<file path="src/rtl/rst_seq_pkg.sv">
// Shared types and constants for the clk5 reset sequencer.
package rst_seq_pkg;

  typedef enum logic [1:0] {
    HOLD    = 2'd0,
    RELEASE = 2'd1,
    RUN     = 2'd2
  } state_e;

  localparam logic [1:0] CAUSE_POR = 2'b00;
  localparam logic [1:0] CAUSE_BTN = 2'b01;
  localparam logic [1:0] CAUSE_SW  = 2'b10;

  function automatic int max2(input int a, input int b);
    return (a > b) ? a : b;
  endfunction

endpackage

</file>
<file path="src/rtl/reset_sequencer_if.sv">
// Request inputs and sequenced reset outputs of reset_sequencer.
interface reset_sequencer_if #(
  parameter int N_OUT = 3
);
  logic             btnN;
  logic             swReq;
  logic [N_OUT-1:0] rstOut;
  logic             ready;
  logic [1:0]       rstCause;

  modport master (output btnN, output swReq, input rstOut, input ready, input rstCause);
  modport slave  (input btnN, input swReq, output rstOut, output ready, output rstCause);
endinterface

</file>
<file path="src/rtl/reset_sequencer_sync_chain.sv">
// Flop chain with async set to all ones; SHIFT_ZERO feeds a constant 0 instead of i_d.
module sync_chain #(
  parameter int STAGES     = 2,
  parameter bit SHIFT_ZERO = 1'b0
) (
  input  logic clk5,
  input  logic i_set,
  input  logic i_d,
  output logic o_q
);
  logic [STAGES-1:0] r_chain;
  logic              w_in;

  assign w_in = SHIFT_ZERO ? 1'b0 : i_d;

  always_ff @(posedge clk5 or posedge i_set) begin
    if (i_set) begin
      r_chain <= '1;
    end else begin
      r_chain <= {r_chain[STAGES-2:0], w_in};
    end
  end

  assign o_q = r_chain[STAGES-1];
endmodule

</file>
<file path="src/rtl/reset_sequencer.sv">
// Sequenced reset generator for the clk5 domain: hold, then staggered release in index order.
// Optional RSTSEQ_DEBOUNCE_EN qualifies the pushbutton with a consecutive-low debounce.
//   state   | meaning
//   HOLD    | all outputs asserted, counting the hold time
//   RELEASE | bit 0 released, releasing idx every STAGGER cycles
//   RUN     | all outputs released, waiting for a request
module reset_sequencer
  import rst_seq_pkg::*;
#(
  parameter int N_OUT           = 3,
  parameter int HOLD_CYCLES     = 16,
  parameter int STAGGER         = 4,
  parameter int SYNC_STAGES     = 2,
  parameter int DEBOUNCE_CYCLES = 8
) (
  input  logic             clk5,
  input  logic             resetIn,
  reset_sequencer_if.slave bus
);
  localparam int CNT_W = $clog2(max2(HOLD_CYCLES, STAGGER) + 1);
  localparam int IDX_W = (N_OUT > 1) ? $clog2(N_OUT) : 1;
  localparam logic [CNT_W-1:0] HOLD_T   = CNT_W'(HOLD_CYCLES);
  localparam logic [CNT_W-1:0] STAG_T   = CNT_W'(STAGGER - 1);
  localparam logic [IDX_W-1:0] IDX_LAST = IDX_W'(N_OUT - 1);

  if (N_OUT < 1 || N_OUT > 8) begin : g_chk_n_out
    $error("reset_sequencer: N_OUT must be in 1..8");
  end
  if (HOLD_CYCLES < 1) begin : g_chk_hold
    $error("reset_sequencer: HOLD_CYCLES must be >= 1");
  end
  if (STAGGER < 1) begin : g_chk_stagger
    $error("reset_sequencer: STAGGER must be >= 1");
  end
  if (SYNC_STAGES < 2) begin : g_chk_sync
    $error("reset_sequencer: SYNC_STAGES must be >= 2");
  end
  if (DEBOUNCE_CYCLES < 1) begin : g_chk_debounce
    $error("reset_sequencer: DEBOUNCE_CYCLES must be >= 1");
  end

  logic             w_int_rst;
  logic             w_btn_sync;
  logic             w_btn_press;
  logic             w_req;
  state_e           r_state, w_state_nxt;
  logic [CNT_W-1:0] r_cnt, w_cnt_nxt;
  logic [IDX_W-1:0] r_idx, w_idx_nxt;
  logic [N_OUT-1:0] r_rst_out, w_rst_nxt;
  logic             r_ready, w_ready_nxt;
  logic [1:0]       r_cause, w_cause_nxt;

  // Release of resetIn only reaches the FSM through this chain; assertion is immediate via the set.
  sync_chain #(.STAGES(SYNC_STAGES), .SHIFT_ZERO(1'b1)) u_rst_sync (
    .clk5  (clk5),
    .i_set (resetIn),
    .i_d   (1'b0),
    .o_q   (w_int_rst)
  );

  sync_chain #(.STAGES(SYNC_STAGES), .SHIFT_ZERO(1'b0)) u_btn_sync (
    .clk5  (clk5),
    .i_set (resetIn),
    .i_d   (bus.btnN),
    .o_q   (w_btn_sync)
  );

`ifdef RSTSEQ_DEBOUNCE_EN
  localparam int DB_W = $clog2(DEBOUNCE_CYCLES + 1);
  logic [DB_W-1:0] r_db_cnt;
  logic            r_btn_press;

  always_ff @(posedge clk5 or posedge resetIn) begin
    if (resetIn) begin
      r_db_cnt    <= '0;
      r_btn_press <= 1'b0;
    end else if (w_btn_sync) begin
      r_db_cnt    <= '0;
      r_btn_press <= 1'b0;
    end else if (r_db_cnt == DB_W'(DEBOUNCE_CYCLES - 1)) begin
      r_btn_press <= 1'b1;
    end else begin
      r_db_cnt <= r_db_cnt + DB_W'(1);
    end
  end

  assign w_btn_press = r_btn_press;
`else
  assign w_btn_press = ~w_btn_sync;
`endif

  // A held button re-requests every edge, which keeps the hold counter pinned at 0.
  assign w_req = w_btn_press | bus.swReq;

  always_ff @(posedge clk5 or posedge w_int_rst) begin
    if (w_int_rst) begin
      r_state   <= HOLD;
      r_cnt     <= '0;
      r_idx     <= '0;
      r_rst_out <= '1;
      r_ready   <= 1'b0;
      r_cause   <= CAUSE_POR;
    end else begin
      r_state   <= w_state_nxt;
      r_cnt     <= w_cnt_nxt;
      r_idx     <= w_idx_nxt;
      r_rst_out <= w_rst_nxt;
      r_ready   <= w_ready_nxt;
      r_cause   <= w_cause_nxt;
    end
  end

  always_comb begin
    w_state_nxt = r_state;
    w_cnt_nxt   = r_cnt;
    w_idx_nxt   = r_idx;
    if (w_req) begin
      w_state_nxt = HOLD;
      w_cnt_nxt   = '0;
      w_idx_nxt   = '0;
    end else begin
      case (r_state)
        HOLD: begin
          if (r_cnt == HOLD_T) begin
            w_cnt_nxt   = '0;
            w_idx_nxt   = IDX_W'(1);
            w_state_nxt = (N_OUT == 1) ? RUN : RELEASE;
          end else begin
            w_cnt_nxt = r_cnt + CNT_W'(1);
          end
        end
        RELEASE: begin
          if (r_cnt == STAG_T) begin
            w_cnt_nxt = '0;
            if (r_idx == IDX_LAST) begin
              w_state_nxt = RUN;
            end else begin
              w_idx_nxt = r_idx + IDX_W'(1);
            end
          end else begin
            w_cnt_nxt = r_cnt + CNT_W'(1);
          end
        end
        RUN: begin
          w_cnt_nxt = r_cnt;
        end
        default: begin
          w_state_nxt = HOLD;
          w_cnt_nxt   = '0;
          w_idx_nxt   = '0;
        end
      endcase
    end
  end

  always_comb begin
    w_rst_nxt   = r_rst_out;
    w_ready_nxt = r_ready;
    w_cause_nxt = r_cause;
    if (w_req) begin
      w_rst_nxt   = '1;
      w_ready_nxt = 1'b0;
      w_cause_nxt = w_btn_press ? CAUSE_BTN : CAUSE_SW;
    end else begin
      case (r_state)
        HOLD: begin
          if (r_cnt == HOLD_T) begin
            w_rst_nxt[0] = 1'b0;
            if (N_OUT == 1) begin
              w_ready_nxt = 1'b1;
            end
          end
        end
        RELEASE: begin
          if (r_cnt == STAG_T) begin
            for (int i = 0; i < N_OUT; i++) begin
              if (r_idx == IDX_W'(i)) begin
                w_rst_nxt[i] = 1'b0;
              end
            end
            if (r_idx == IDX_LAST) begin
              w_ready_nxt = 1'b1;
            end
          end
        end
        default: begin
          w_ready_nxt = r_ready;
        end
      endcase
    end
  end

  assign bus.rstOut   = r_rst_out;
  assign bus.ready    = r_ready;
  assign bus.rstCause = r_cause;
endmodule
</file>
<file path="src/flat_wrapper.sv">
// flat-port wrapper written by rule: the top's interface ports become plain ports
module reset_sequencer_flat import rst_seq_pkg::*;
#(
  parameter int N_OUT           = 3,
  parameter int HOLD_CYCLES     = 16,
  parameter int STAGGER         = 4,
  parameter int SYNC_STAGES     = 2,
  parameter int DEBOUNCE_CYCLES = 8
)
  (clk5, resetIn, bus_btnN, bus_swReq, bus_rstOut, bus_ready, bus_rstCause);
  reset_sequencer_if #(.N_OUT(N_OUT)) bus_i ();
  input  logic clk5;
  input  logic resetIn;
  input wire logic [$bits(bus_i.btnN)-1:0] bus_btnN;
  input wire logic [$bits(bus_i.swReq)-1:0] bus_swReq;
  output wire logic [$bits(bus_i.rstOut)-1:0] bus_rstOut;
  output wire logic [$bits(bus_i.ready)-1:0] bus_ready;
  output wire logic [$bits(bus_i.rstCause)-1:0] bus_rstCause;
  assign bus_i.btnN = bus_btnN;
  assign bus_i.swReq = bus_swReq;
  assign bus_rstOut = bus_i.rstOut;
  assign bus_ready = bus_i.ready;
  assign bus_rstCause = bus_i.rstCause;
  reset_sequencer #(.N_OUT(N_OUT), .HOLD_CYCLES(HOLD_CYCLES), .STAGGER(STAGGER), .SYNC_STAGES(SYNC_STAGES), .DEBOUNCE_CYCLES(DEBOUNCE_CYCLES)) u_core (.clk5(clk5), .resetIn(resetIn), .bus(bus_i));
endmodule
</file>
<file path="config.mk">
export PLATFORM = sky130hd
export DESIGN_NAME = reset_sequencer_flat
export DESIGN_NICKNAME = d
export VERILOG_FILES = /design/src/rtl/rst_seq_pkg.sv /design/src/rtl/reset_sequencer_if.sv /design/src/rtl/reset_sequencer_sync_chain.sv /design/src/rtl/reset_sequencer.sv /design/src/flat_wrapper.sv
export SDC_FILE = /design/constraint.sdc
export NUM_CORES = 1
export LEC_CHECK = 0
export CAP_MARGIN = 30
export CORE_ASPECT_RATIO = 2
export CORE_MARGIN = 2
export CORE_UTILIZATION = 26
export CTS_CLUSTER_DIAMETER = 50
export DETAILED_ROUTE_END_ITERATION = 8
export PLACE_DENSITY = 0.39
export SLEW_MARGIN = 10
export SYNTH_ARGS = -nofsm -noshare
export SYNTH_HDL_FRONTEND = slang
export SYNTH_SLANG_ARGS = --single-unit
</file>
<file path="constraint.sdc">
create_clock -name clk5 -period 0.8 [get_ports clk5]
set_input_delay 0.24 -clock clk5 [delete_from_list [all_inputs] [get_ports clk5]]
set_output_delay 0.24 -clock clk5 [all_outputs]
set_load 0.02 [all_outputs]
</file>
### Word-level counts from Yosys, hierarchy flattened

Index checks and enable logic that the tools add are counted.

* register bits after elaboration: 19
* input bits: 4
* output and inout bits: 6
* word-level logic and storage cells: 64

* $add $sub $neg: 2
* eq/ne operators: 12
* mux-type cells: 26
* bitwise gates (word level): 2
* reduce and logical (&&, ||, !) cells: 12

Operators by type and width (count)
* $mux W2: 9
* $mux W5: 3
* $pmux W5 S3: 1
* $ne A3 B1 Y1 const B: 4
* $pmux W2 S3: 2
* $reduce_and A4 Y1: 3
* $mux W1: 8
* $reduce_bool A2 Y1: 4
* $mux W3: 2
* $reduce_and A3 Y1: 2
* $add A5 B1 Y5 const B: 1
* $eq A5 B2 Y1 const B: 1
* $eq A5 B5 Y1 const B: 1
* $eq A2 B1 Y1 const B: 2
* $eq A2 B2 Y1 const B: 2
* $logic_not A2 Y1: 2
* $ne A3 B2 Y1 const B: 1
* $reduce_bool A3 Y1: 1
* $add A2 B1 Y2 const B: 1
* $ne A2 B1 Y1 const B: 1
* $pmux W1 S2: 1
* $not A1 Y1: 1
* $or A1 B1 Y1: 1

### Longest topological paths before layout

* depth in word-level cells: 5
* gate-level depth with buffers: 6

### Hierarchy

Synthesis repeated with hierarchy kept, for this count alone.

* cell total of the unflattened synthesis: 91
* area, all modules: 950.9 sq um

Modules (own cells, without submodules)
* reset_sequencer: instances 1, cells each 84, area an instance 834.6 sq um, seq. area each 379.1 sq um
* sync_chain at u_core.u_rst_sync: instances 1, cells each 4, area an instance 60.1 sq um, seq. area each 52.6 sq um
* sync_chain at u_core.u_btn_sync: instances 1, cells each 3, area an instance 56.3 sq um, seq. area each 52.6 sq um

### Worst setup path before layout

OpenSTA, ideal clock, no wires.

* path type: register to register
* start point: register u_core.r_cnt[0]
* end point: register u_core.r_rst_out[0], in the netlist u_core.bus.rstOut[0]
* setup time: 0.077 ns
* arrival: 1.368 ns
* required time: 0.723 ns
* setup slack: -0.645 ns
* cell stages (with the launch flop): 6
* buffers on the path: 0
* clock period less this slack: 1.445 ns
* cell sequence: dfrtp_1 -> ha_1 -> nor4b_4 -> and3_1 -> o21bai_1 -> a21o_1

* cells in the longest elaborated chain, start to end: 3

Ends and longest elaborated chain
* from (decl): line reset_sequencer.sv:47 `logic [CNT_W-1:0] r_cnt, w_cnt_nxt;`
* from (signal assigned): line reset_sequencer.sv:105 `r_cnt <= w_cnt_nxt;`
* $eq A5 B2 Y1 or $eq A5 B5 Y1 (tied branches): line reset_sequencer.sv:175, reset_sequencer.sv:167
* $ne A3 B1 Y1 (no source line)
* $reduce_and A4 Y1 (no source line) *
* to (signal assigned): line reset_sequencer.sv:107 `r_rst_out <= w_rst_nxt;`
* to (decl): line reset_sequencer.sv:49 `logic [N_OUT-1:0] r_rst_out, w_rst_nxt;`

Mark *: on every way between the ends. The rest lies on a longest branch, timed or not.
A chain may end at the register's enable or synchronous reset.

### Worst setup path in the final report

* start point: register u_core.r_cnt[0]
* end point: register u_core.r_cnt[2]

* cells in the longest elaborated chain, start to end: 4

Ends and longest elaborated chain
* $add A5 B1 Y5, or another cell as far along: line reset_sequencer.sv:129, reset_sequencer.sv:141
* $mux W5 (on tied branches): line reset_sequencer.sv:133, reset_sequencer.sv:124
* $pmux W5 S3 *: line reset_sequencer.sv:122 `case (r_state)`
* $mux W5 *: line reset_sequencer.sv:117 `if (w_req) begin`

Marks and branches as above.

==> impl_results.md <==
- TNS Setup: -9.49 ns
- PnR worst setup slack: -0.637 ns
- Yosys top cell area share: 0.314
- Chip height: 89.8 um
- Die X-Extent: 46.9 um
- CTS Buf Count: 3
- Synth Area in Compound Gates: 0.152
- Full die area: 0.00421 mm2
- Final Cell Area: 0.00143 mm2
- Combinational fraction of design power: 0.095
- Core area: 0.00357 mm2
- DRC viols: 0
- H-tree depth: 1
- Commonest cells post-synth: dfrtp_1 (12), inv_1 (9), dfstp_2 (7)
- Sequential-to-total area share from yosys stat: 0.506
- TritonCTS clock tree: built
- WL/cell: 12.3 um
- NumNets Final: 133
- Net Sw Power: 0.403 mW
- Synth Area in Adders: 0.0654
- Yosys warnings: 0
- Outcome: finished with violations
- Tot Pwr: 1.83 mW
- Distinct cells, synth: 32
- Layout cell share with drive strength beyond 1: 0.504
- Post-synth EDFFs: 0
- Largest family of logic cells by synthesized area: simple AND/OR/NAND/NOR gates
- Clk Latency, worst-skew pair: 0.25 ns
- Non-filler cells, final: 172
- Clock Skews: 0.000947 ns
- Flop2flop setup slack: -0.64 ns
- Area leader, netlist: dfrtp_1
- Area delta synth->final: 49.8%
- Synth Net Count: 96
- Crit path capture type: flip-flop
- Clock Tree Root: clkbuf_8
- Maximum VDD drop: 0.982 mV
- CP arrival: 1.62 ns
- Internal Power: 1.43 mW
- Inst Count DP: 165
- DRT iter0 DRCs: 5
- Top cells by area, synth: dfrtp_1 (31%), dfstp_2 (19%), ha_1 (6.5%)
- Hpwl dp: 1.68 mm
- Initial antenna violation count: 0
- CTS Buffer Depth: 2
- Cell count after synthesis: 87
- Starting Density: 0.268
- Placed Instance Area: 0.00128 mm2
- Reg2Reg Depth: 5
- Final Hold Viols: 0
- Sink Count: 19
- Final Cycle Share: 1.80
- Overflow after GRT: 0
- Pwr/cell area: 1280 mW/mm2
- Primary FF master, synth: dfrtp_1
- Mean Syn Cell Area: 11.0 um2
- Hold Buf Count CTS: 0
- N_diodes: 0
- Post-synthesis mux area share: 0
- Maxcap violations: 0
- I/O pins: 10
- I/O Buffers: 9
- Failing checks: negative setup slack
- Vias after detailed routing: 758
- Pins over their slew limit: 0
- CP required: 0.98 ns
- Worst-path clk slew: 0.07 ns
- Most frequent cell after synthesis: dfrtp_1
- # rows: 31
- Crit start category: flip-flop
- Hold crit path type: reg2async
- Vias per cell: 4.41
- DRT antenna net count: 0
- Setup violations, final: 20
- Xor/xnor share of the synthesized area: 0.00915
- Post-Route WL: 2.12 mm
- Fin crit period: 1.44 ns
- Max Fclk: 696 MHz
- Simple-Gate Fraction of Synth Area: 0.213
- First-pass DRT Iterations: 4
- Sw frac: 0.220
- Vias in the first global route: 826
- All-Layer GR Usage: 0.117
- Netlist Area Pre-Place: 957 um2
- Asr flop ratio synth: 1.00
- Clock power share: 0.356
- RSZ-0062 raised after global routing: yes
- Kind of critical path: reg2reg
- Static Leak: 0.597 nW
- Crit path max fanout: 7
- Sequential share of power: 0.549
- Synthesis-stage register bit count: 19
- Pin count of the biggest net entering global routing: 16
- First-pass GRT wire length: 3.66 mm
- Placer's final routability congestion estimate: 0.732
## layer usage
| metal | share of wire | vias up | track usage |
|---|---|---|---|
| li1 | - | 373 | - |
| met1 | 0.37 | 379 | 0.121 |
| met2 | 0.61 | 4 | 0.216 |
| met3 | 0.012 | 2 | 0.0181 |
| met4 | 0.0071 | 0 | 0.0417 |
| met5 | 0 | - | 0 |
## worst max-delay path, cell delays in order (launching register included)
cell and delay (ns):
dfrtp_1 0.41, ha_2 0.22, nor4b_4 0.13, buf_6 0.14, a211o_4 0.35, o21ai_2 0.11
## cell families after synthesis
kind of cell,count (synthesis)
and+or+nand+nor,30
AOI/OAI and AO/OA,20
DFF,19
buffers and inverters,11
adders and majority gates,5
xor gates and xnor gates,1
other,1
## path summary, 6_finish.rpt
check	endpoint	from
min in group clk5	u_core.u_btn_sync.r_chain[1]	u_core.u_btn_sync.r_chain[0]
worst min register to register	u_core.bus.rstCause[1]	u_core.u_rst_sync.r_chain[1]
worst max register to register	u_core.r_cnt[2]	u_core.r_cnt[0]
worst max-delay path	u_core.r_cnt[2]	u_core.r_cnt[0]
max in group asynchronous	u_core.bus.rstOut[1]	u_core.u_rst_sync.r_chain[1]
worst min-delay path	u_core.bus.rstCause[1]	u_core.u_rst_sync.r_chain[1]
## power by group through the flow
stage                     clock network [mW]  logic [mW]  registers [mW]
final                                  0.652       0.174            1.00
after floorplan                            0      0.0608            1.03
after global routing                   0.743       0.191            1.01
after global placement                     0       0.153            1.02
after CTS                              0.695       0.161            1.00
after detailed placement                   0       0.154            1.02
## area by class of cell
| cell class | instances | area [um2] |
|---|---|---|
| Tap cell | 49 | 61.3 |
| Timing Repair Buffer | 34 | 312 |
| Fill cell | 373 | 2130 |
| Inverter | 9 | 33.8 |
| Clock buffer | 3 | 41.3 |
| Sequential cell | 19 | 484 |
| Multi-Input combinational cell | 57 | 497 |
| Clock inverter | 1 | 5.00 |
## flip-flops by register name, summed over array words and instances, names as in the netlist
name,count
u_core.r_state,2
u_core.r_cnt,5
u_core.bus.rstCause,2
u_core.bus.rstOut,3
u_core.u_rst_sync.r_chain,2
u_core.u_btn_sync.r_chain,2
u_core.r_idx,2
u_core.bus.ready,1
## what timing repair did
action / 4_1_cts / 5_1_grt
endpoints found under the setup margin: 21 / 21
cloned: 0 / 0
gates resized for setup: 48 / 6
pin swaps: 6 / 3
setup buffers: 2 / 2
## metrics by stage
stage                     setup slack, ns  hold WS [ns]  utilization
final                              -0.637         0.260        0.402
after global routing               -0.696         0.292        0.402
after CTS                          -0.640         0.270        0.386
after detailed placement           -0.781         0.264        0.358
after global placement             -0.766         0.255        0.358
after floorplan                    -0.636         0.195            -
## placed cells by master (no fill, tap or decap), drive strengths merged
cell,instances
buf,31
dfrtp,12
inv,9
dfstp,7
o21ai,6
a21oi,6
nand3,5
ha,5
nand2b,4
nand2,4
nor2,4
a21o,3
clkbuf,3
or3,2
nand4b,2
clkdlybuf4s50,2
and4bb,2
or2,1
nor4b,1
nand4bb,1
nor2b,1
and3,1
o21bai,1
nand3b,1
xor2,1
o32ai,1
a211o,1
nor3,1
o21a,1
a31oi,1
clkinv,1
dlygate4sd2,1
conb,1
(Power assumes the default switching activity.)
